`config.mk`:
```
export PLATFORM = sky130hd
export DESIGN_NAME = maze_path_gen
export DESIGN_NICKNAME = d
export VERILOG_FILES = /design/src/rtl/maze_pkg.sv /design/src/rtl/maze_lfsr.sv /design/src/rtl/maze_path_gen.sv
export SDC_FILE = /design/constraint.sdc
export NUM_CORES = 1
export LEC_CHECK = 0
export BUFFER_PORTS_ARGS = -buffer_cell sky130_fd_sc_hd__buf_4
export CAP_MARGIN = 20
export CORE_MARGIN = 2
export CORE_UTILIZATION = 50
export CTS_CLUSTER_SIZE = 12
export DETAILED_ROUTE_END_ITERATION = 8
export GPL_TIMING_DRIVEN = 0
export PLACE_DENSITY = 0.7
export SETUP_SLACK_MARGIN = 0.15
export SYNTH_ARGS = -nofsm -noshare
export SYNTH_HDL_FRONTEND = slang
export SYNTH_SLANG_ARGS = --single-unit
```
`constraint.sdc`:
```
create_clock -name clk -period 6.9 [get_ports clk]
set_input_delay 0.345 -clock clk [delete_from_list [all_inputs] [get_ports clk]]
set_output_delay 0.345 -clock clk [all_outputs]
set_load 0.05 [all_outputs]
```
`src/rtl/maze_pkg.sv`:
```
// Shared definitions for the maze path generator: grid size defaults,
// LFSR constants and the controller state encoding.
package maze_pkg;

  localparam int MAX_W_DEF = 3;
  localparam int MAX_H_DEF = 3;

  localparam logic [15:0] LFSR_TAPS = 16'hB400;
  localparam logic [15:0] LFSR_SEED = 16'hACE1;

  typedef enum logic [1:0] {
    ST_IDLE  = 2'd0,
    ST_CLEAR = 2'd1,
    ST_WALK  = 2'd2,
    ST_DONE  = 2'd3
  } state_t;

endpackage

```
`src/rtl/maze_lfsr.sv`:
```
// 16-bit right-shifting Galois LFSR; free-running, with a seed load that
// takes priority over the shift. A zero seed is replaced by the default.
module maze_lfsr
  import maze_pkg::*;
(
  input  logic        clk,
  input  logic        reset,
  input  logic        load,
  input  logic [15:0] seed,
  output logic [15:0] q
);

  always_ff @(posedge clk or posedge reset) begin
    if (reset) begin
      q <= LFSR_SEED;
    end else if (load) begin
      q <= (seed == 16'h0000) ? LFSR_SEED : seed;
    end else begin
      q <= {1'b0, q[15:1]} ^ (q[0] ? LFSR_TAPS : 16'h0000);
    end
  end

endmodule

```
`src/rtl/maze_path_gen.sv`:
```
// Generates a random monotone (right/down) path from cell (0,0) to (W-1,H-1)
// and exposes it as a column-major cell bitmap.
module maze_path_gen
  import maze_pkg::*;
#(
  parameter int MAX_W = MAX_W_DEF,
  parameter int MAX_H = MAX_H_DEF
) (
  input  logic                     clk,
  input  logic                     reset,
  input  logic                     start,
  input  logic                     step_en,
  input  logic                     seed_load,
  input  logic [15:0]              seed,
  input  logic [2:0]               maze_width,
  input  logic [2:0]               maze_height,
  output logic                     busy,
  output logic                     done,
  output logic                     path_valid,
  output logic [MAX_W*MAX_H-1:0]   path_data
);

  localparam int NCELLS = MAX_W * MAX_H;

  state_t      state;
  state_t      state_nxt;
  logic [2:0]  dim_w;
  logic [2:0]  dim_h;
  logic [2:0]  col;
  logic [2:0]  row;
  logic [2:0]  col_nxt;
  logic [2:0]  row_nxt;
  logic        step;
  logic [5:0]  cell_idx;
  logic [15:0] lfsr_q;
  logic        unused_lfsr;

  function automatic logic [2:0] clamp_dim(input logic [2:0] req, input logic [2:0] lim);
    logic [2:0] res;
    if (req == 3'd0) begin
      res = 3'd1;
    end else if (req > lim) begin
      res = lim;
    end else begin
      res = req;
    end
    return res;
  endfunction

  maze_lfsr u_lfsr (
    .clk   (clk),
    .reset (reset),
    .load  (seed_load),
    .seed  (seed),
    .q     (lfsr_q)
  );

  // Only bit 0 steers the walk; the rest of the register is internal state.
  assign unused_lfsr = ^lfsr_q[15:1];

  always_comb begin
    state_nxt = state;
    col_nxt   = col;
    row_nxt   = row;
    step      = 1'b0;
    case (state)
      ST_IDLE: begin
        if (start) state_nxt = ST_CLEAR;
      end
      ST_CLEAR: begin
        state_nxt = ((dim_w == 3'd1) && (dim_h == 3'd1)) ? ST_DONE : ST_WALK;
      end
      ST_WALK: begin
        if (step_en) begin
          step = 1'b1;
          // Edges of the grid force the direction; interior cells use the LFSR.
          if (col == dim_w - 3'd1) begin
            row_nxt = row + 3'd1;
          end else if (row == dim_h - 3'd1) begin
            col_nxt = col + 3'd1;
          end else if (lfsr_q[0]) begin
            col_nxt = col + 3'd1;
          end else begin
            row_nxt = row + 3'd1;
          end
          if ((col_nxt == dim_w - 3'd1) && (row_nxt == dim_h - 3'd1)) state_nxt = ST_DONE;
        end
      end
      ST_DONE: begin
        state_nxt = ST_IDLE;
      end
      default: begin
        state_nxt = ST_IDLE;
      end
    endcase
  end

  assign cell_idx = 6'(col_nxt) * 6'(MAX_H) + 6'(row_nxt);

  always_ff @(posedge clk or posedge reset) begin
    if (reset) begin
      state      <= ST_IDLE;
      dim_w      <= 3'd1;
      dim_h      <= 3'd1;
      col        <= 3'd0;
      row        <= 3'd0;
      busy       <= 1'b0;
      done       <= 1'b0;
      path_valid <= 1'b0;
      path_data  <= '0;
    end else begin
      state <= state_nxt;
      busy  <= (state_nxt == ST_CLEAR) || (state_nxt == ST_WALK);
      done  <= (state_nxt == ST_DONE);
      // Accepted start: latch dims and present a cleared bitmap during CLEAR.
      if ((state == ST_IDLE) && start) begin
        dim_w      <= clamp_dim(maze_width, 3'(MAX_W));
        dim_h      <= clamp_dim(maze_height, 3'(MAX_H));
        col        <= 3'd0;
        row        <= 3'd0;
        path_data  <= NCELLS'(1);
        path_valid <= 1'b0;
      end
      if (step) begin
        col       <= col_nxt;
        row       <= row_nxt;
        path_data <= path_data | (NCELLS'(1) << cell_idx);
      end
      if (state_nxt == ST_DONE) path_valid <= 1'b1;
    end
  end

endmodule

```
Yosys cells after proc, flatten, opt, wreduce, memory -nomap -nowiden
Cells that the tools add are included.
{"block": "op_classes", "mul": 1, "n_mux": 35, "n_eq_ne": 12, "n_div": 0, "n_reduce_logical": 10, "magnitude_cmp": 2, "addsub": 5, "n_bitwise": 2, "n_shift": 1}
{"operator": "$mux W3", "count": 21}
{"operator": "$mux W16", "count": 3}
{"operator": "$mux W9", "count": 2}
{"operator": "$logic_not A16 Y1", "count": 1}
{"operator": "$xor A15 B16 Y16", "count": 1}
{"operator": "$eq A3 B3 Y1", "count": 4}
{"operator": "$or A9 B9 Y9", "count": 1}
{"operator": "$shl A1 B6 Y9 const A", "count": 1}
{"operator": "$eq A2 B2 Y1 const B", "count": 4}
{"operator": "$pmux W2 S4", "count": 1}
{"operator": "$add A3 B1 Y3 const B", "count": 2}
{"operator": "$add A5 B3 Y6", "count": 1}
{"operator": "$eq A3 B1 Y1 const B", "count": 2}
{"operator": "$gt A3 B2 Y1 const B", "count": 2}
{"operator": "$logic_not A3 Y1", "count": 2}
{"operator": "$mux W2", "count": 3}
{"operator": "$sub A3 B1 Y3 const B", "count": 2}
{"operator": "$mul A3 B2 Y5 const B", "count": 1}
{"operator": "$mux W1", "count": 5}
{"operator": "$eq A2 B1 Y1 const B", "count": 2}
{"operator": "$reduce_bool A2 Y1", "count": 2}
{"operator": "$logic_and A1 B1 Y1", "count": 3}
{"operator": "$logic_not A2 Y1", "count": 1}
{"operator": "$logic_or A1 B1 Y1", "count": 1}
{"block": "word_totals", "mem_count": 0, "out_inout_bits": 12, "rom_bits": 0, "elab_cells": 78, "latchBits": 0, "ram_bits": 0, "ff_bits": 42}

Longest topological paths before layout
Gate-level depths: netlist of run 1.
{"block": "logic_depth", "ltp_word": 13, "ltp_mapped": 16, "ltp_nobuf": 15}

Cells and area by module
From an unflattened synthesis of run 1, not the netlist that was laid out.
{"block": "hier_totals", "hier_cells": 205, "hier_area_um2": 2361.0}
{"mod": "maze_path_gen", "area_each_um2": 1685.4, "cells_each": 161, "instances": 1}
{"mod": "maze_lfsr", "area_each_um2": 675.6, "cells_each": 44, "instances": 1}

Worst setup path before layout of run 1
No wires, ideal clock.
{"block": "synth_timing", "kind": "reg2reg", "start": "reg dim_h[0]", "end": "reg path_data[7]", "setup_time_ps": 68, "t_arrival_ps": 3903, "stages_incl_launch_ff": 15, "slack_ps": 2928, "path_buffers": 1, "cell_sequence": "dfstp_2 inv_1 ha_1 xor2_1 a31o_1 and3b_1 buf_6 mux2_4 fa_1 ha_1 inv_1 fa_1 mux2_2 nor4_1 a32o_1"}
{"block": "synth_via", "elab_chain_len": 13}
{"element": "start: declaration", "line_no": "maze_path_gen.sv:28", "source": "logic [2:0] dim_h;"}
{"element": "start signal: assignment", "line_no": "maze_path_gen.sv:118", "source": "dim_h <= clamp_dim(maze_height, 3'(MAX_H));"}
{"element": "$sub A3 B1 Y3 *", "line_no": "maze_path_gen.sv:79", "source": "end else if (row == dim_h - 3'd1) begin"}
{"element": "$eq A3 B3 Y1 *", "line_no": "maze_path_gen.sv:79"}
{"element": "$mux W3", "line_no": "maze_path_gen.sv:79"}
{"element": "$mux W3", "line_no": "maze_path_gen.sv:77", "source": "if (col == dim_w - 3'd1) begin"}
{"element": "$mux W3", "line_no": "maze_path_gen.sv:74", "source": "if (step_en) begin"}
{"element": "$mux W3", "line_no": "maze_path_gen.sv:66", "source": "case (state)"}
{"element": "$mux W3", "line_no": "maze_path_gen.sv:74"}
{"element": "$mux W3", "line_no": "maze_path_gen.sv:66"}
{"element": "$mul A3 B2 Y5", "line_no": "maze_path_gen.sv:98", "source": "assign cell_idx = 6'(col_nxt) * 6'(MAX_H) + 6'(row_nxt);"}
{"element": "$add A5 B3 Y6 *", "line_no": "maze_path_gen.sv:98"}
{"element": "$shl A1 B6 Y9 *", "line_no": "maze_path_gen.sv:127", "source": "path_data <= path_data | (NCELLS'(1) << cell_idx);"}
{"element": "$or A9 B9 Y9 *", "line_no": "maze_path_gen.sv:127"}
{"element": "$mux W9 *", "line_no": "maze_path_gen.sv:124", "source": "if (step) begin"}
{"element": "end signal: assignment", "line_no": "maze_path_gen.sv:127"}
{"element": "end: declaration", "line_no": "maze_path_gen.sv:20", "source": "output logic [MAX_W*MAX_H-1:0] path_data"}
Every way passes the cells marked *; elsewhere a longest branch is shown, timed or not. The select of a mux whose other input is x is not followed.
A chain may end at the register's enable or synchronous reset.

Worst setup path after layout of run 1
Ends and elaborated chain as after synthesis.

==> impl_summary.log, run 1 <==
[metrics] number of cells produced by synthesis: 185
[metrics] # clock sinks: 42
[metrics] post-route antenna net violation count: 0
[metrics] number of top-level pins: 39
[metrics] unrepaired setup endpoints after global routing: no
[metrics] data required time at the worst endpoint: 7.14 ns
[metrics] ordered list of cells on the worst path: inv_1 > ha_1 > xor2_1 > a31o_1 > a21oi_2 > mux2_2 > fa_1 > ha_1 > inv_1 > fa_1 > mux2_2 > nor4_1 > a32o_1
[metrics] Wirelength per Cell: 15.29 um
[metrics] number of buffers between clock root and the deepest sink: 2
[metrics] antenna violations before repair: 0
[metrics] netlist area before placement: 2222 um2
[metrics] clock tree from TritonCTS: built
[metrics] power per unit of standard cell area: 424.6 nW/um2
[metrics] top cell type by total area after synthesis: dfrtp_1
[metrics] part of the Yosys area used for sequential elements: 0.4786
[metrics] most common cell in the synthesized netlist: dfrtp_1
[metrics] Post CTS Setup Buffer Count: 0
[metrics] GRT Resource Usage Total: 0.1906
[metrics] violation count after the first detailed-routing iteration: 91
[metrics] area overhead of the layout relative to synthesis: 19.71%
[metrics] final layout net count: 274
[metrics] hold bufs inserted after CTS: 0
[metrics] arrival time of the worst setup path: 4.68 ns
[metrics] pin count of the biggest net entering global routing: 43
[metrics] worst slew slack as a fraction of its limit: 0.4207
[metrics] number of CTS-inserted buffers: 5
[metrics] result of the run: finished, final reports clean
[metrics] number of inserted diodes: 0
[metrics] type of element launching the critical path: flip-flop
[metrics] DRC violation count after routing: 0
[metrics] synthesized area per cell: 12.01 um2
[metrics] final setup vio count: 0
[metrics] top-area cell type share of the netlist area: 0.3604
[metrics] largest cells by area after synthesis: dfrtp_1, dfstp_2, ha_1
[metrics] vias in the first global route: 1643
[metrics] Post-Route WL: 4.311 mm
[metrics] fraction of registers with async set/reset: 1.000
[metrics] crit-path max FO: 6
[metrics] number of enable flip-flop cells after synthesis: 0
[metrics] wire length of the first global-routing pass: 7.493 mm
[metrics] Post-Syn Nets: 230
[metrics] slowest cell on the critical path: nor4_1
[metrics] clock tree root buffer cell: clkbuf_8
[metrics] proportion of layout cells with a drive suffix above 1: 0.3217
[metrics] Max Fclk: 225.3 MHz
[metrics] routability-driven placement congestion ratio: just under 0.8
[metrics] die width: 70.67 um
[metrics] Period minus WS final: 4.439 ns
[metrics] Site Rows: 24
[metrics] Critical Path Sink Type: flip-flop
[metrics] Max VDD drop: roughly 0.22 mV
[metrics] max-cap violations: 0
[metrics] maximum cell stage delay along the critical path: slightly above 0.6 ns
[metrics] later-pin clock latency in the skew report: around 0.3 ns
[metrics] static power due to leakage: 0.001288 uW
[metrics] final hold vios: 0
[metrics] grt total ovfl: 0
[metrics] via density per instance: around 5.5
[metrics] summed negative setup slack over all endpoints: 0 ns
[metrics] count of buffers from port buffering: 37
[metrics] die height: just over 70 um
[metrics] critical path class: flip-flop to flip-flop
[metrics] CTS H-tree lvls: 2
[metrics] period utilization: 0.6434
[metrics] synthesis warning total: 0
[metrics] Total Power Consumption: 1129 uW
[metrics] initial core utilization: 0.5139
[metrics] Cell variety after synth: 39
[metrics] post_cts resized: 0
[metrics] FF+latch count, synth: 42
[metrics] Top FF cell, synth: dfrtp_1
[metrics] number of iterations in the first detailed-routing pass: 4
[metrics] overall via count from detail_route: between 1500 and 2000
[metrics] min-delay worst type: primary input to async pin
[metrics] floorplan core area: 4324 um2
[metrics] full die area: 4994 um2
[metrics] clock edge transition at the registers on the reported setup and hold paths: about 0.08 ns
[metrics] transition time of the tightest slew-check pin: 0.8677 ns
[metrics] kind of cell with the highest combined delay on the critical path: adder cells
[metrics] worst path bufs/invs: 2
[metrics] Max Slew Vio Count: 0
[metrics] ranking of synthesized cells by instance count: dfrtp_1, ha_1, inv_1, nand2_1, xor2_1
[metrics] final setup skew: 0.004961 ns
[metrics] count of fill cells added during filler insertion: 366
[metrics] dpl hpwl: about 3.2 mm
[cells by family after synthesis]
| logic type | share of synthesized area |
|---|---|
| buffers and inverters | 0.03378 |
| muxes | 0.07320 |
| DFF | 0.4786 |
| adders and majority gates | 0.1115 |
| AOI/OAI and AO/OA | 0.1149 |
| and+or+nand+nor | 0.1047 |
| xor gates and xnor gates | 0.08333 |
[worst paths after layout]
check                                            to  slack [ns]                   from  cells past startpoint
max                        path_data[7]$_DFFE_PP0P_        2.46   dim_h[0]$_DFFE_PP1P_                     13
min                        path_data[1]$_DFFE_PP0P_        0.22                  reset                      2
max reg2reg                path_data[7]$_DFFE_PP0P_        2.46   dim_h[0]$_DFFE_PP1P_                     13
min reg2reg                   u_lfsr.q[2]$_DFF_PP0_        0.48  u_lfsr.q[3]$_DFF_PP0_                      1
max in group asynchronous  path_data[4]$_DFFE_PP0P_        6.12                  reset                      2
min in group clk             u_lfsr.q[12]$_DFF_PP0_        0.27               seed[12]                      3
[cell usage in the layout (no fill, tap or decap), drive strengths merged, types with 3 or more instances in the layout]
cell,count
xnor2,4
o22a,8
clkbuf,10
ha,15
inv,13
and2,3
dfstp,10
xor2,12
nand2,12
mux2,12
a22o,7
buf,38
fa,3
nor2,5
a21oi,8
dfrtp,32
nor4,7
nand3,4
o21ai,3
[flip-flops by register name (all words and copies together), names as in the netlist]
| signal | count |
|---|---|
| path_valid | 1 |
| state | 2 |
| busy | 1 |
| dim_w | 3 |
| done | 1 |
| col | 3 |
| path_data | 9 |
| dim_h | 3 |
| row | 3 |
| u_lfsr.q | 16 |
[final cells by class]
type	instances	area [um2]	area share
Multi-Input combinational cell	125	1084	0.4073
Sequential cell	42	1064	0.3998
Timing Repair Buffer	37	277.8	0.1044
Clock buffer	6	82.58	0.03104
Tap cell	52	65.06	0.02446
Inverter	13	48.80	0.01834
Buffer	5	26.28	0.009878
Clock inverter	2	12.51	0.004704
[through the flow]
| stage | instance area [um2] | util | instances | setup slack, ns | hold slack, ns |
|---|---|---|---|---|---|
| 3_5_place_dp | 2565 | 0.5932 | 274 | 2.572 | 0.4584 |
| 3_3_place_gp | 2565 | 0.5932 | 274 | 2.656 | 0.4593 |
| 2_1_floorplan | 2222 | - | 185 | 2.928 | 0.4497 |
| 6_report | 2660 | 0.6152 | 282 | 2.461 | 0.2245 |
| 4_1_cts | 2660 | 0.6152 | 282 | 2.527 | 0.2601 |
| 5_1_grt | 2660 | 0.6152 | 282 | 2.313 | 0.2653 |
[metal layers]
metal,GRT usage,up-vias,share of wire
li1,-,745,-
met1,0.2481,761,0.45
met2,0.3092,48,0.48
met3,0.05128,5,0.056
met4,0.06918,0,0.015
met5,0,-,0
[report_power, final]
part,internal (uW),switching [uW],leakage [uW]
Combinational,249,356,0.000736
Clock,80.4,87.6,0.0000472
Sequential,314,41.7,0.000505
Total,644,485,0.00129
No activity file was read; power rests on OpenSTA's default activity.
==> run 2, diff against run 1 <==
- PLACE_DENSITY: 0.7 -> 0.72
- clock period: 6.9 -> 3.8 ns (I/O delays scaled with it)
==> run 2 against run 1 <==
Compared with the run above:
- the flow now finishes with violations (setup timing)
- sequential cell count is the same
- non-clock buffer count grew 11
- cell count grew 3.9%
- global-route usage grew 1.0 points
- maximum frequency grew 16%
- setup slack lost 2.5 ns
- sequential share of layout area shrank 2.5 points
==> impl_summary.log, run 2 (synthesis results as in run 1) <==
[metrics] data required time at the worst endpoint: 4.04 ns (was 7.14 ns)
[metrics] dpl hpwl: 3.180 mm (was 3.203 mm)
[metrics] period utilization: 1.010 (was 0.6434)
[metrics] via density per instance: 5.437 (was 5.528)
[metrics] number of CTS-inserted buffers: 5 (unchanged)
[metrics] result of the run: finished with violations (was finished, final reports clean)
[metrics] minimum setup slack in the final design: -0.03655 ns (was 2.461 ns)
[metrics] overall via count from detail_route: 1593 (was 1559)
[metrics] count of buffers from port buffering: 37 (unchanged)
[metrics] antenna violations before repair: 0 (unchanged)
[metrics] number of buffers between clock root and the deepest sink: 2 (unchanged)
[metrics] setup slack at placement: -0.1031 ns (was 2.572 ns)
[metrics] number of top-level pins: 39 (unchanged)
[metrics] final setup vio count: 2 (was 0)
[metrics] Top Registers: u_lfsr.q x16, path_data x9 (unchanged)
[metrics] vias in the first global route: 1647 (was 1643)
[metrics] type of element launching the critical path: flip-flop (unchanged)
[metrics] Post-Route WL: 4.406 mm (was 4.311 mm)
[metrics] full die area: 4994 um2 (unchanged)
[metrics] # clock sinks: 42 (unchanged)
[metrics] min-delay worst type: primary input to async pin (unchanged)
[metrics] most frequent cells in the layout: buf_4, dfrtp_1, nand2_1, ha_1 (was buf_4, dfrtp_1, ha_1)
[metrics] final setup skew: 0.005004 ns (was 0.004961 ns)
[metrics] max FFs per register: 16 (unchanged)
[metrics] pin count of the biggest net entering global routing: 43 (unchanged)
[metrics] arrival time of the worst setup path: 4.07 ns (was 4.68 ns)
[metrics] summed negative setup slack over all endpoints: -0.04947 ns (was 0 ns)
[metrics] DRC violation count after routing: 0 (unchanged)
[metrics] floorplan core area: 4324 um2 (unchanged)
[metrics] final layout net count: 285 (was 274)
[metrics] die height: 70.67 um (unchanged)
[metrics] leading cell type in the layout, fill and taps excluded: buf_4 (unchanged)
[metrics] die width: 70.67 um (unchanged)
[metrics] number of iterations in the first detailed-routing pass: 5 (was 4)
[metrics] final hold vios: 0 (unchanged)
[metrics] worst slew slack as a fraction of its limit: 0.4289 (was 0.4207)
[metrics] area overhead of the layout relative to synthesis: 27.53% (was 19.71%)
[metrics] hold bufs inserted after CTS: 0 (unchanged)
[metrics] number of inserted diodes: 0 (unchanged)
[metrics] failing checks: setup timing
[metrics] max-cap violations: 0 (unchanged)
[metrics] Period minus WS final: 3.837 ns (was 4.439 ns)
[metrics] post-route antenna net violation count: 0 (unchanged)
[metrics] Max Slew Vio Count: 0 (unchanged)
[metrics] routability-driven placement congestion ratio: 0.7693 (was 0.7869)
[metrics] static power due to leakage: 0.001343 uW (was 0.001288 uW)
[metrics] crit-path max FO: 5 (was 6)
[metrics] violation count after the first detailed-routing iteration: 103 (was 91)
[metrics] proportion of layout cells with a drive suffix above 1: 0.4025 (was 0.3217)
[metrics] clock edge transition at the registers on the reported setup and hold paths: 0.08 ns (about the same)
[metrics] unrepaired setup endpoints after global routing: yes (was no)
[metrics] grt total ovfl: 0 (unchanged)
[metrics] GRT Resource Usage Total: 0.2007 (was 0.1906)
[metrics] register with the most flip-flops: u_lfsr.q (unchanged)
[metrics] Critical Path Sink Type: flip-flop (unchanged)
[metrics] Site Rows: 24 (unchanged)
[metrics] CTS H-tree lvls: 2 (unchanged)
[metrics] clock tree root buffer cell: clkbuf_8 (unchanged)
[metrics] Max Fclk: 260.7 MHz (was 225.3 MHz)
[metrics] power per unit of standard cell area: 811.8 nW/um2 (was 424.6 nW/um2)
[metrics] later-pin clock latency in the skew report: 0.30 ns (about the same)
[metrics] initial core utilization: 0.5139 (unchanged)
[metrics] clock tree from TritonCTS: built (unchanged)
[metrics] transition time of the tightest slew-check pin: 0.8554 ns (was 0.8677 ns)
[metrics] wire length of the first global-routing pass: 7.659 mm (was 7.493 mm)
[metrics] critical path class: flip-flop to flip-flop (unchanged)
[metrics] Max VDD drop: 0.4727 mV (was 0.2197 mV)
[metrics] Wirelength per Cell: 15.04 um (was 15.29 um)
==> run 2: cell types whose count changed in the layout (fill, tap and decap cells not counted), sizes merged <==
| cell | delta |
|---|---|
| clkbuf | +1 |
| clkinv | -1 |
| clkinvlp | -1 |
| buf | +11 |
| inv | +1 |
==> run 2: critical path, cell delays in order, from the launching register on <==
cell and delay (ns):
dfstp_2 0.54, inv_2 0.05, ha_4 0.27, xor2_2 0.16
a31o_1 0.23, and3b_1 0.20, buf_6 0.12, mux2_4 0.32
fa_1 0.51, ha_2 0.19, inv_2 0.04, fa_2 0.35
mux2_4 0.34, nor4_4 0.24, a32o_1 0.22
==> run 2: worst paths after layout <==
check | to | startpoint | cells after the start | slack, ns
setup / recovery | path_data[7]$_DFFE_PP0P_ | dim_h[0]$_DFFE_PP1P_ | 14 | -0.04
hold / removal | u_lfsr.q[1]$_DFF_PP0_ | reset | 2 | 0.07
setup reg to reg | path_data[7]$_DFFE_PP0P_ | dim_h[0]$_DFFE_PP1P_ | 14 | -0.04
hold reg to reg | u_lfsr.q[1]$_DFF_PP0_ | u_lfsr.q[2]$_DFF_PP0_ | 1 | 0.49
max in group asynchronous | col[1]$_DFFE_PP0P_ | reset | 2 | 3.20
min in group clk | u_lfsr.q[15]$_DFF_PP1_ | seed[15] | 2 | 0.11
==> run 2: area by class of cell <==
type,instances,area [um2]
inverter,13,48.80
multi-input combinational,125,1171
sequential,42,1064
tap,52,65.06
fill,349,1490
timing repair buffer,48,364.1
clock buffer,7,86.33
buffer,5,26.28
clock inverter,1,8.758
==> run 2: stage by stage <==
| step | std cells | total power (uW) | hold slack (ns) | utilization | cell area, um2 |
|---|---|---|---|---|---|
| detailed placement | 274 | 1812 | 0.4169 | 0.6019 | 2603 |
| global placement | 274 | 1782 | 0.4172 | 0.6019 | 2603 |
| global route | 293 | 2499 | 0.09874 | 0.6554 | 2834 |
| CTS | 292 | 2273 | 0.1005 | 0.6502 | 2811 |
| floorplan | 185 | 1543 | 0.3068 | - | 2260 |
| finish | 293 | 2301 | 0.06622 | 0.6554 | 2834 |
==> run 2: where the power goes <==
part           switching [uW]  internal (uW)  leakage (uW)
combinational             744            606      0.000788
clock                     154            150     0.0000489
sequential               75.5            571      0.000505
==> run 2: repair_timing <==
item | in CTS | in global routing
resized for setup | 8 | 4
buffers inserted | 10 | 1
setup endpoints to repair | 8 | 9
cloned | 0 | 0
pin swaps | 6 | 5
==> run 2: metal layers <==
layer,track usage,part of all wire,up-vias
met1,0.2605,0.45,770
met5,0,0,-
met2,0.3208,0.48,44
li1,-,-,771
met4,0.09853,0.024,0
met3,0.04416,0.052,8
==> run 3, diff against run 2 <==
- CORE_ASPECT_RATIO: not set -> 1.1
==> run 3 against run 2 <==
Compared with the run above:
- the run still ends with setup timing left
- via count rose by 0.82%
- maximum frequency rose by 0.50%
- hold slack got worse by 0.0011 ns
- non-clock buffer count rose by 3
- register-to-register slack improved by 0.02 ns
- total power rose by 7.2%
- setup slack improved by 0.019 ns
- cell count rose by 1.7%
- critical endpoint unchanged
- sequential share of layout area fell by 1.2 points
- combinational power rose by 4%
- die area barely moved
- sequential power barely moved
==> impl_summary.log, run 3 (synthesis results as in run 1) <==
[metrics] result of the run: finished with violations (unchanged)
[metrics] data required time at the worst endpoint: 4.04 ns (about the same)
[metrics] number of top-level pins: 39 (unchanged)
[metrics] NetSw: 999.1 uW (was 974.0 uW)
[metrics] period utilization: 1.005 (was 1.010)
[metrics] Critical Path Sink Type: flip-flop (unchanged)
[metrics] minimum setup slack in the final design: -0.01749 ns (was -0.03655 ns)
[metrics] Wirelength per Cell: 14.85 um (was 15.04 um)
[metrics] summed negative setup slack over all endpoints: -0.02108 ns (was -0.04947 ns)
[metrics] clock tree root buffer cell: clkbuf_8 (unchanged)
[metrics] DRC violation count after routing: 0 (unchanged)
[metrics] Internal: 1467 uW (was 1327 uW)
[metrics] violation count after the first detailed-routing iteration: 99 (was 103)
[metrics] # clock sinks: 42 (unchanged)
[metrics] power per unit of standard cell area: 841.6 nW/um2 (was 811.8 nW/um2)
[metrics] Max VDD drop: 0.4947 mV (was 0.4727 mV)
[metrics] count of buffers from port buffering: 37 (unchanged)
[metrics] power share of the clock group: 0.172 (was 0.132)
[metrics] Max Slew Vio Count: 0 (unchanged)
[metrics] arrival time of the worst setup path: 4.06 ns (was 4.07 ns)
[metrics] Sequential Power Share: 0.262 (was 0.281)
[metrics] worst slew slack as a fraction of its limit: 0.4312 (was 0.4289)
[metrics] number of iterations in the first detailed-routing pass: 4 (was 5)
[metrics] proportion of layout cells with a drive suffix above 1: 0.4344 (was 0.4025)
[metrics] critical path class: flip-flop to flip-flop (unchanged)
[metrics] wire length of the first global-routing pass: 7.424 mm (was 7.659 mm)
[metrics] minimum hold slack: 0.06512 ns (was 0.06622 ns)
[metrics] Max Fclk: 262.0 MHz (was 260.7 MHz)
[metrics] die height: 73.92 um (was 70.67 um)
[metrics] overall via count from detail_route: 1606 (was 1593)
[metrics] final hold vios: 0 (unchanged)
[metrics] Site Rows: 25 (was 24)
[metrics] Design Area, Final: 2930 um2 (was 2834 um2)
[metrics] failing checks: setup timing (unchanged)
[metrics] final setup vio count: 2 (unchanged)
[metrics] min-delay worst type: primary input to async pin (unchanged)
[metrics] number of buffers between clock root and the deepest sink: 2 (unchanged)
[metrics] unrepaired setup endpoints after global routing: yes (unchanged)
[metrics] register with the most flip-flops: u_lfsr.q (unchanged)
[metrics] final setup skew: 0.005894 ns (was 0.005004 ns)
[metrics] crit-path max FO: 5 (unchanged)
[metrics] type of element launching the critical path: flip-flop (unchanged)
[metrics] max-cap violations: 0 (unchanged)
[metrics] placed cell areas: 2605 um2 (was 2603 um2)
[metrics] leading cell type in the layout, fill and taps excluded: buf_4 (unchanged)
[metrics] combinational cell fraction of total power: 0.566 (was 0.587)
[metrics] area overhead of the layout relative to synthesis: 31.87% (was 27.53%)
[metrics] dpl hpwl: 3.176 mm (was 3.180 mm)
[metrics] number of inserted diodes: 0 (unchanged)
[metrics] later-pin clock latency in the skew report: 0.30 ns (about the same)
[metrics] transition time of the tightest slew-check pin: 0.8519 ns (was 0.8554 ns)
[metrics] antenna violations before repair: 0 (unchanged)
[metrics] clock tree from TritonCTS: built (unchanged)
[metrics] via density per instance: 5.389 (was 5.437)
[metrics] Total Power Consumption: 2466 uW (was 2301 uW)
[metrics] routability-driven placement congestion ratio: 0.7484 (was 0.7693)
[metrics] post-route antenna net violation count: 0 (unchanged)
[metrics] static power due to leakage: 0.001377 uW (was 0.001343 uW)
[metrics] initial core utilization: 0.5185 (was 0.5139)
[metrics] vias in the first global route: 1626 (was 1647)
[metrics] Post-Route WL: 4.426 mm (was 4.406 mm)
[metrics] CTS H-tree lvls: 2 (unchanged)
[metrics] pin count of the biggest net entering global routing: 43 (unchanged)
[metrics] Period minus WS final: 3.817 ns (was 3.837 ns)
[metrics] Net Sw Frac: 0.4051 (was 0.4234)
[metrics] die width: 67.56 um (was 70.67 um)
[metrics] most frequent cells in the layout: buf_4, dfrtp_1, nand2_1 (was buf_4, dfrtp_1, nand2_1, ha_1)
[metrics] grt total ovfl: 0 (unchanged)
[metrics] Top Registers: u_lfsr.q x16, path_data x9 (unchanged)
[metrics] max FFs per register: 16 (unchanged)
[metrics] clock edge transition at the registers on the reported setup and hold paths: 0.08 ns (about the same)
[metrics] number of CTS-inserted buffers: 5 (unchanged)
[metrics] floorplan core area: 4285 um2 (was 4324 um2)
[metrics] GRT Resource Usage Total: 0.2008 (was 0.2007)
[metrics] full die area: 4994 um2 (about the same)
[metrics] final layout net count: 288 (was 285)
-- run 3: cell types whose count changed in the layout (fill, tap and decap cells not counted), sizes merged --
cell	delta
buf	+3
bufinv	+2
clkbuf	-2
clkinv	+1
inv	-1
-- run 3: power groups by stage --
stage / logic, uW / registers, uW / clock network, uW
after floorplan: 774 / 770 / 0
after global placement: 1130 / 648 / 0
after detailed placement: 1150 / 652 / 0
after CTS: 1300 / 643 / 434
after global routing: 1540 / 660 / 449
final: 1400 / 646 / 424
-- run 3: what timing repair did --
| item | 4_1_cts | 5_1_grt |
|---|---|---|
| resized for setup | 8 | 9 |
| pin swaps | 13 | 16 |
| gates cloned | 0 | 0 |
| setup buffers | 10 | 4 |
| endpoints found under the hold margin | 0 | 0 |
| hold buffers | 0 | 0 |
| setup endpoints to repair | 9 | 9 |
-- run 3: through the flow --
step,utilization,cells,setup WS (ns)
after global routing,0.6838,298,-0.1642
after floorplan,-,185,0.1615
final,0.6838,298,-0.01749
after detailed placement,0.6079,276,-0.08834
after CTS,0.6674,294,-0.1165
after global placement,0.6079,276,-0.03820
-- run 3: worst max-delay path, stage by stage (launching register included) --
cell and delay [ns]:
dfstp_2 0.55, inv_2 0.05, ha_4 0.28, xor2_2 0.18, a31o_1 0.22, and3b_1 0.19, buf_6 0.12, mux2_4 0.31
fa_1 0.49, ha_2 0.18, inv_2 0.04, fa_2 0.36, mux2_4 0.34, nor4_4 0.23, a32o_1 0.22
-- run 3: path summary, 6_finish.rpt --
kind | start | end | slack, ns | depth (start not counted)
max in group asynchronous | reset | dim_w[2]$_DFFE_PP0P_ | 3.20 | 2
worst max-delay path | dim_h[0]$_DFFE_PP1P_ | path_data[7]$_DFFE_PP0P_ | -0.02 | 14
min in group clk | seed[7] | u_lfsr.q[7]$_DFF_PP1_ | 0.11 | 2
worst min-delay path | reset | col[2]$_DFFE_PP0P_ | 0.07 | 2
worst max register to register | dim_h[0]$_DFFE_PP1P_ | path_data[7]$_DFFE_PP0P_ | -0.02 | 14
worst min register to register | u_lfsr.q[8]$_DFF_PP0_ | u_lfsr.q[7]$_DFF_PP1_ | 0.48 | 1
-- run 3: routing by layer --
metal	track usage	routed length, um
met4	0.07710	70
met2	0.3322	2200
met5	0	0
met1	0.2560	1968
met3	0.04441	186
-- run 3: cell type report --
class	instances	area, um2
Multi-Input combinational cell	125	1200
Timing Repair Buffer	51	386.6
Clock inverter	3	68.82
Sequential cell	42	1064
Inverter	13	48.80
Clock buffer	5	68.82
Fill cell	322	1355
Tap cell	54	67.56
Buffer	5	26.28
